<file path="src/rtl/pipelined_array_multiplier_pkg.sv">
// Shared definitions for the pipelined array multiplier: default geometry and
// the operand magnitude helper used by the input conditioning logic.
package mult_pkg;

   localparam int DEF_WIDTH      = 8;
   localparam int DEF_STAGES     = 4;
   localparam int DEF_TAG_W      = 4;
   localparam int ROWS_PER_STAGE = DEF_WIDTH / DEF_STAGES;

   // Operands are extended to MAX_W bits before taking the magnitude, so the
   // most negative WIDTH-bit value negates without wrapping.
   localparam int MAX_W = 64;

   function automatic logic [MAX_W-1:0] abs_mag(input logic [MAX_W-1:0] value,
                                                input logic             is_signed);
      if (is_signed && value[MAX_W-1]) begin
         abs_mag = ~value + 1'b1;
      end else begin
         abs_mag = value;
      end
   endfunction

endpackage

</file>
<file path="src/rtl/pipelined_array_multiplier_stage.sv">
// One multiplier pipeline stage: adds ROWS partial-product rows into the running
// sum with ripple rows of full adders, then registers the payload with a hold enable.
module full_adder (
   input  logic a,
   input  logic b,
   input  logic cin,
   output logic s,
   output logic cout
);
   assign s    = a ^ b ^ cin;
   assign cout = (a & b) | (cin & (a ^ b));
endmodule

module mult_stage #(
   parameter int WIDTH    = 8,
   parameter int ROWS     = 2,
   parameter int ROW_BASE = 0,
   parameter int TAG_W    = 4
) (
   input  logic                 clk,
   input  logic                 rst_n,
   input  logic                 en,
   input  logic                 in_valid,
   input  logic [2*WIDTH-1:0]   in_sum,
   input  logic [WIDTH-1:0]     in_mag_a,
   input  logic [WIDTH-1:0]     in_mag_b,
   input  logic                 in_neg,
   input  logic [TAG_W-1:0]     in_tag,
   output logic                 out_valid,
   output logic [2*WIDTH-1:0]   out_sum,
   output logic [WIDTH-1:0]     out_mag_a,
   output logic [WIDTH-1:0]     out_mag_b,
   output logic                 out_neg,
   output logic [TAG_W-1:0]     out_tag
);
   localparam int PW = 2 * WIDTH;

   typedef struct packed {
      logic [PW-1:0]    sum;
      logic [WIDTH-1:0] mag_a;
      logic [WIDTH-1:0] mag_b;
      logic             neg;
      logic [TAG_W-1:0] tag;
   } payload_t;

   wire  [PW-1:0] acc    [ROWS+1];
   wire  [PW:0]   carry  [ROWS];
   logic [PW-1:0] row_pp [ROWS];
   logic [ROWS-1:0] unused_cout;
   payload_t q;

   assign acc[0] = in_sum;

   for (genvar r = 0; r < ROWS; r++) begin : g_row
      assign row_pp[r]      = PW'(in_mag_a & {WIDTH{in_mag_b[ROW_BASE+r]}}) << (ROW_BASE + r);
      assign carry[r][0]    = 1'b0;
      // The running sum never exceeds 2*WIDTH bits, so each row's final carry is always zero.
      assign unused_cout[r] = carry[r][PW];
      for (genvar b = 0; b < PW; b++) begin : g_bit
         full_adder u_fa (
            .a    (acc[r][b]),
            .b    (row_pp[r][b]),
            .cin  (carry[r][b]),
            .s    (acc[r+1][b]),
            .cout (carry[r][b+1])
         );
      end
   end

   // NOTE: state is updated with non-blocking assignments so every stage samples its
   // predecessor's pre-edge value; the datapath is reset too so out_p/out_tag read 0 after reset.
   always_ff @(posedge clk or negedge rst_n) begin
      if (!rst_n) begin
         out_valid <= 1'b0;
         q         <= '0;
      end else if (en) begin
         out_valid <= in_valid;
         if (in_valid) begin
            q <= '{sum: acc[ROWS], mag_a: in_mag_a, mag_b: in_mag_b, neg: in_neg, tag: in_tag};
         end
      end
   end

   assign out_sum   = q.sum;
   assign out_mag_a = q.mag_a;
   assign out_mag_b = q.mag_b;
   assign out_neg   = q.neg;
   assign out_tag   = q.tag;

endmodule

</file>
<file path="src/rtl/pipelined_array_multiplier.sv">
// Pipelined WIDTH x WIDTH array multiplier, signed or unsigned per operation, with
// valid/ready on both sides and a global stall driven by output backpressure.
module pipelined_array_multiplier
   import mult_pkg::*;
#(
   parameter int WIDTH  = DEF_WIDTH,
   parameter int STAGES = DEF_STAGES,
   parameter int TAG_W  = DEF_TAG_W
) (
   input  logic                clk,
   input  logic                rst_n,
   input  logic                in_valid,
   output logic                in_ready,
   input  logic [WIDTH-1:0]    in_a,
   input  logic [WIDTH-1:0]    in_b,
   input  logic                in_signed,
   input  logic [TAG_W-1:0]    in_tag,
   output logic                out_valid,
   input  logic                out_ready,
   output logic [2*WIDTH-1:0]  out_p,
   output logic [TAG_W-1:0]    out_tag,
   output logic                busy
);
   localparam int ROWS = WIDTH / STAGES;

   if (WIDTH < 2 || WIDTH > MAX_W / 2 || STAGES < 1 || STAGES > WIDTH || (WIDTH % STAGES) != 0) begin : g_bad_params
      $error("pipelined_array_multiplier: WIDTH must be 2..32 and a multiple of STAGES (1..WIDTH)");
   end

   logic [STAGES-1:0]  stage_vld;
   logic [2*WIDTH-1:0] sum   [STAGES+1];
   logic [WIDTH-1:0]   mag_a [STAGES+1];
   logic [WIDTH-1:0]   mag_b [STAGES+1];
   logic [STAGES:0]    neg;
   logic [TAG_W-1:0]   tag   [STAGES+1];
   logic               stall;
   logic               unused_tail;

   // Operands are sign- or zero-extended so abs_mag sees the true value.
   assign mag_a[0] = WIDTH'(abs_mag(in_signed ? MAX_W'($signed(in_a)) : MAX_W'(in_a), in_signed));
   assign mag_b[0] = WIDTH'(abs_mag(in_signed ? MAX_W'($signed(in_b)) : MAX_W'(in_b), in_signed));
   assign neg[0]   = in_signed & (in_a[WIDTH-1] ^ in_b[WIDTH-1]);
   assign sum[0]   = '0;
   assign tag[0]   = in_tag;

   for (genvar k = 0; k < STAGES; k++) begin : g_stage
      logic vld_in;
      if (k == 0) begin : g_first
         assign vld_in = in_valid;
      end else begin : g_next
         assign vld_in = stage_vld[k-1];
      end

      mult_stage #(
         .WIDTH    (WIDTH),
         .ROWS     (ROWS),
         .ROW_BASE (k * ROWS),
         .TAG_W    (TAG_W)
      ) u_stage (
         .clk       (clk),
         .rst_n     (rst_n),
         .en        (~stall),
         .in_valid  (vld_in),
         .in_sum    (sum[k]),
         .in_mag_a  (mag_a[k]),
         .in_mag_b  (mag_b[k]),
         .in_neg    (neg[k]),
         .in_tag    (tag[k]),
         .out_valid (stage_vld[k]),
         .out_sum   (sum[k+1]),
         .out_mag_a (mag_a[k+1]),
         .out_mag_b (mag_b[k+1]),
         .out_neg   (neg[k+1]),
         .out_tag   (tag[k+1])
      );
   end

   assign unused_tail = ^{mag_a[STAGES], mag_b[STAGES]};

   // Stall is global: bubbles are held in place rather than squeezed out.
   assign out_valid = stage_vld[STAGES-1];
   assign stall     = out_valid & ~out_ready;
   assign in_ready  = ~stall;
   assign busy      = |stage_vld;

   // Negating a zero magnitude yields zero, so -0 never appears.
   assign out_p   = neg[STAGES] ? (~sum[STAGES] + 1'b1) : sum[STAGES];
   assign out_tag = tag[STAGES];

endmodule

</file>
<file path="config.mk">
export PLATFORM = sky130hd
export DESIGN_NAME = pipelined_array_multiplier
export DESIGN_NICKNAME = d
export VERILOG_FILES = /design/src/rtl/pipelined_array_multiplier_pkg.sv /design/src/rtl/pipelined_array_multiplier_stage.sv /design/src/rtl/pipelined_array_multiplier.sv
export SDC_FILE = /design/constraint.sdc
export NUM_CORES = 1
export LEC_CHECK = 0
export CORE_MARGIN = 10
export CORE_UTILIZATION = 45
export CTS_CLUSTER_DIAMETER = 200
export DETAILED_ROUTE_END_ITERATION = 16
export PLACE_DENSITY = 0.74
export SLEW_MARGIN = 20
export SYNTH_ARGS = -nofsm -noshare
export SYNTH_HDL_FRONTEND = slang
export SYNTH_SLANG_ARGS = --single-unit
export TNS_END_PERCENT = 5
</file>
<file path="constraint.sdc">
create_clock -name clk -period 5.9 [get_ports clk]
set_input_delay 1.18 -clock clk [delete_from_list [all_inputs] [get_ports clk]]
set_output_delay 1.18 -clock clk [all_outputs]
set_load 0.02 [all_outputs]
</file>
## Word-level counts from Yosys, hierarchy flattened

Index checks and enable logic that the tools add are counted.

| storage, ports and cells | value |
|---|---|
| flip-flop bits (word level) | 136 |
| bits of input ports | 25 |
| word-level logic and storage cells | 431 |

| cells by class | value |
|---|---|
| add/sub/neg operators | 3 |
| muxes and demuxes | 5 |
| bitwise logic cells | 394 |
| reduce and logical (&&, ||, !) cells | 7 |

Operators with widths:

| operator | count |
|---|---|
| XOR 1 bit | 133 |
| two-way mux 64 bit | 2 |
| bitwise AND 1 bit | 127 |
| bitwise OR 1 bit | 70 |
| bitwise AND 8 bit | 8 |
| XOR 1 bit (second input constant) | 21 |
| adder 16 x 1 -> 16 bit (second input constant) | 1 |
| adder 8 x 1 -> 8 bit (second input constant) | 2 |
| two-way mux 16 bit | 1 |
| two-way mux 8 bit | 2 |
| NOT 16 bit | 1 |
| NOT 8 bit | 2 |
| bitwise AND 1 bit (second input constant) | 15 |
| AND reduction 2 bit | 4 |
| XOR 1 bit (both inputs constant) | 7 |
| bitwise AND 1 bit (both inputs constant) | 6 |
| OR reduction 4 bit | 1 |
| logical AND 1 bit | 2 |
| NOT 1 bit | 2 |
| bitwise AND 1 bit (first input constant) | 1 |
| XOR 1 bit (first input constant) | 1 |

## Depth between registers and ports, before layout

| logic depth | value |
|---|---|
| depth in word-level cells | 33 |
| mapped depth | 17 |
| mapped depth without buffers | 17 |

## Cells and area by module

Synthesis repeated with hierarchy kept, for this count alone.

| unflattened totals | value |
|---|---|
| cells, all modules | 618 |
| area, all modules | 9624.2 µm² |

By module, submodules not included:

| module | instances | cells each | area an instance (µm²) | sequential area each (µm²) |
|---|---|---|---|---|
| mult_stage | 4 | 99 | 1594.0 | 950.9 |
| full_adder | 128 | 1 | 20.0 | 0.0 |
| pipelined_array_multiplier | 1 | 94 | 685.7 | 0.0 |

## Least setup slack after synthesis

No wires, ideal clock.

| timing path | value |
|---|---|
| path kind | input -> register |
| start point | input port in_b[0] |
| end point | register g_stage[0].u_stage.q (netlist bit g_stage[0].u_stage.out_sum[8]) |
| setup time | 0.125 ns |
| data arrival time | 4.881 ns |
| slack | 0.894 ns |
| stages on the path | 15 |
| cells stage by stage | clkinv_1 ha_1 mux2i_1 nor2_1 ha_1 fa_1 inv_1 fa_1 inv_1 fa_1 fa_1 fa_1 fa_1 ha_1 mux2_2 |

| between the ends | value |
|---|---|
| longest elaborated chain between the ends | 19 |
| elaborated cells between the ends (all ways) | 33 |
| those cells by class | 1 x add/sub; 2 x mux; 30 x bitwise |

Ends and longest elaborated chain:

| item | RTL line | RTL |
|---|---|---|
| from (decl) | pipelined_array_multiplier.sv:15 | `input logic [WIDTH-1:0] in_b,` |
| two-way mux 64 bit (*) | pipelined_array_multiplier.sv:41 | `assign mag_b[0] = WIDTH'(abs_mag(in_signed ? MAX_W'($signed(in_b)) : MAX_W'(in_b), in_signed));` |
| NOT 8 bit | pipelined_array_multiplier_pkg.sv:17 | `abs_mag = ~value + 1'b1;` |
| adder 8 x 1 -> 8 bit | pipelined_array_multiplier_pkg.sv:17 |  |
| two-way mux 8 bit (*) | pipelined_array_multiplier_pkg.sv:16 | `if (is_signed && value[MAX_W-1]) begin` |
| bitwise AND 8 bit | pipelined_array_multiplier_stage.sv:55 | `assign row_pp[r] = PW'(in_mag_a & {WIDTH{in_mag_b[ROW_BASE+r]}}) << (ROW_BASE + r);` |
| bitwise AND 1 bit or XOR 1 bit (tied branches) | pipelined_array_multiplier_stage.sv:11 | `assign cout = (a & b) \| (cin & (a ^ b));` |
| bitwise AND 1 bit | pipelined_array_multiplier_stage.sv:11 |  |
| bitwise OR 1 bit | pipelined_array_multiplier_stage.sv:11 |  |
| (+4 left out) | - |  |
| bitwise AND 1 bit | pipelined_array_multiplier_stage.sv:11 |  |
| bitwise OR 1 bit | pipelined_array_multiplier_stage.sv:11 |  |
| bitwise AND 1 bit | pipelined_array_multiplier_stage.sv:11 |  |
| bitwise OR 1 bit | pipelined_array_multiplier_stage.sv:11 |  |
| bitwise AND 1 bit | pipelined_array_multiplier_stage.sv:11 |  |
| bitwise OR 1 bit | pipelined_array_multiplier_stage.sv:11 |  |
| XOR 1 bit (*) | pipelined_array_multiplier_stage.sv:10 | `assign s = a ^ b ^ cin;` |
| net g_stage[0].u_stage.g_row[1].g_bit[8].u_fa.s | pipelined_array_multiplier_stage.sv:7 | `output logic s,` |
| to (signal assigned) | pipelined_array_multiplier_stage.sv:79 | `q <= '{sum: acc[ROWS], mag_a: in_mag_a, mag_b: in_mag_b, neg: in_neg, tag: in_tag};` |
| to (decl) | pipelined_array_multiplier_stage.sv:50 | `payload_t q;` |

Mark *: on every way through the listed nets, which the timed path passes. The rest lies on a longest branch.
A chain may end at the register's enable or synchronous reset.

## Worst setup path in the final report

Ends and elaborated chain as after synthesis.

==> qor.yml <==
outcome: "finished clean"
dr.pass1.iters: 4
maxCapViolCount: 0
finalCritPeriodShare: 0.874
hold_viol: 0
die_w_um: 137
fin_hold_ws_ns: 0.480
synth_cell_types: 31
totalWireLength_um: 11100
die_h_um: 137
yosysSeqAreaShare: 0.456
cts_resized: 0
clk_root_buffer_cell: "clkbuf_16"
cts_buffer_depth: 2
core_area_mm2: 0.0133
post_drt_wl_per_cell_um: 14.6
clk_pin_slew_worst_paths_ns: 0.07
rows: 42
netlist_area_mm2: 0.00615
worstMarginPinSlew_ns: 0.947
drcViolationCount: 0
crit_arrival_ns: 5.38
tns_ns: 0
cts_setup_buffers: 0
grt_overflow: 0
grt_max_degree: 65
fmax_mhz: 194
cts_tree: "done"
netlist_instances: 535
maxSlewHeadroom: 0.367
routabilityCongestion: 0.788
cp_max_fo: 7
critPathLaunchType: "input pin"
antenna_left: 0
syn_nets: 619
cts.sinks: 112
rsz0062_at_grt: "false"
start_util: 0.463
holdCritPathClass: "reg2reg"
nFillCells: 1117
leakagePower_nw: 3.03
dp.final_hpwl_um: 8480
area_growth_pct: 15.2
numCtsBuffers: 9
setup_viol: 0
grt_pass1_wl_um: 19600
drive_above_1_share: 0.165
drt_iter0_drc: 171
insertion_delay_ns: 0.34
nets: 663
worstPathRequired_ns: 6.13
maxSlewViolCount: 0
vdd_drop_max_mv: 0.195
fin_crit_ns: 5.16
grt_pass1_vias: 4099
htreeDepth: 3
ys_seq_elements: 112
antenna_found_initial: 0
yosysWarnings: 0
clock_skew_ns: 0.00563
num_vias: 3856
port_buffers: 47
power.density_mw_per_mm2: 517
synth.avg_cell_area_um2: 11.5
io_pins: 48
die_area_mm2: 0.0187
grt_use_total: 0.128
vias_per_cell: 5.08
critPathCaptureType: "register"
hold_buffers: 0
diodes: 0
crit_type: "in2reg"
## area by class of cell
class / count / area, µm² / area share
clock inverter: 6 / 61.3 / 0.00865
tap: 176 / 220 / 0.0311
sequential: 112 / 2800 / 0.396
multi-input combinational: 357 / 3090 / 0.437
inverter: 47 / 176 / 0.0249
timing repair buffer: 52 / 505 / 0.0714
clock buffer: 9 / 225 / 0.0318
## state kept, by name, indices dropped and copies added (netlist names)
signal                     count
g_stage.u_stage.out_sum       52
g_stage.u_stage.out_valid      4
g_stage.u_stage.out_neg        4
g_stage.u_stage.out_mag_b     12
g_stage.u_stage.out_mag_a     24
g_stage.u_stage.out_tag       16
## power by group
group          total [W]  internal, W  switching (W)
Clock           0.000588     0.000325       0.000263
Combinational    0.00167     0.000858       0.000812
Sequential       0.00140      0.00110       0.000303
## per-layer routing
metal	routed length (µm)	part of all wire	vias up	global-route usage
met5	0	0	-	0
met4	156	0.014	0	0.0404
met3	438	0.040	15	0.0279
met2	5420	0.49	62	0.210
met1	5040	0.46	1948	0.166
li1	-	-	1831	-
## worst paths after layout
check                                                start                               to  slack (ns)  depth (start not counted)
setup / recovery                                   in_b[0]    g_stage[0].u_stage.out_sum[8]        0.74                         16
hold / removal             g_stage[0].u_stage.out_mag_b[7]  g_stage[0].u_stage.out_mag_b[7]        0.48                          2
setup reg to reg           g_stage[2].u_stage.out_mag_b[6]   g_stage[3].u_stage.out_sum[14]        1.05                         15
hold reg to reg            g_stage[0].u_stage.out_mag_b[7]  g_stage[0].u_stage.out_mag_b[7]        0.48                          2
max in group asynchronous                            rst_n    g_stage[1].u_stage.out_sum[8]        3.83                          2
min in group asynchronous                            rst_n   g_stage[3].u_stage.out_sum[11]        0.86                          1
## placed cells by master (no fill, tap or decap), types with 9 or more instances in the layout
cell             synthesis  final
nor2_1                  20     20
and2_1                  16     16
nand2_1                 89     88
o21ai_0                 42     42
ha_1                    11     11
fa_1                    48     48
dfrtp_1                112    112
mux2_2                  70     70
xnor2_1                 23     23
inv_1                   45     45
clkbuf_16                0      9
clkdlybuf4s50_1          0     46
## cell usage after synthesis, drive strengths merged
| library cell | n | area [µm²] |
|---|---|---|
| o31ai | 5 | 42.5 |
| ha | 11 | 138 |
| nor2 | 20 | 75.1 |
| o21ai | 42 | 210 |
| or2 | 1 | 6.26 |
| o41ai | 5 | 43.8 |
| xor2 | 2 | 17.5 |
| and2 | 16 | 100 |
| nor3 | 4 | 20.0 |
| clkinv | 2 | 7.51 |
| o21bai | 1 | 7.51 |
| fa | 48 | 961 |
| nand3b | 1 | 7.51 |
| inv | 45 | 169 |
| nand2b | 4 | 25.0 |
| or4 | 5 | 45.0 |
| or3 | 1 | 6.26 |
| a31oi | 3 | 18.8 |
| buf | 7 | 37.5 |
| mux2 | 70 | 788 |
| nor4 | 1 | 6.26 |
| a21oi | 2 | 10.0 |
| mux2i | 2 | 20.0 |
| clkbuf | 12 | 45.0 |
| nand2 | 89 | 334 |
| nor2b | 1 | 6.26 |
| dfrtp | 112 | 2800 |
| xnor2 | 23 | 201 |
## metrics by stage
| stage | power (W) | cell area (µm²) | instances | util | setup slack [ns] |
|---|---|---|---|---|---|
| 4_1_cts | 0.00372 | 7080 | 759 | 0.533 | 0.784 |
| 6_report | 0.00366 | 7080 | 759 | 0.533 | 0.741 |
| 3_3_place_gp | 0.00300 | 6800 | 744 | 0.511 | 0.506 |
| 2_1_floorplan | 0.00253 | 6150 | 535 | - | 0.894 |
| 3_5_place_dp | 0.00311 | 6800 | 744 | 0.511 | 0.418 |
| 5_1_grt | 0.00400 | 7080 | 759 | 0.533 | 0.485 |
## cells by family (layout without fill, tap and decap cells)
logic type | Yosys count | in the layout | share of synthesized area
buffers and inverters | 66 | 114 | 0.0421
muxes | 72 | 72 | 0.131
adders and majority gates | 59 | 59 | 0.179
and+or+nand+nor | 143 | 143 | 0.103
DFF | 112 | 112 | 0.456
AOI/OAI and AO/OA | 58 | 58 | 0.0541
xor gates and xnor gates | 25 | 25 | 0.0356
## critical path: stages
cell             delay, ns
clkdlybuf4s50_1       0.56
clkinv_1              0.13
ha_1                  0.30
mux2i_1               0.21
buf_4                 0.19
nor2_1                0.06
fa_1                  0.39
inv_1                 0.08
fa_1                  0.15
inv_1                 0.05
fa_1                  0.39
fa_1                  0.40
fa_1                  0.40
fa_1                  0.37
ha_1                  0.27
mux2_2                0.25
No activity file was read; power rests on OpenSTA's default activity.
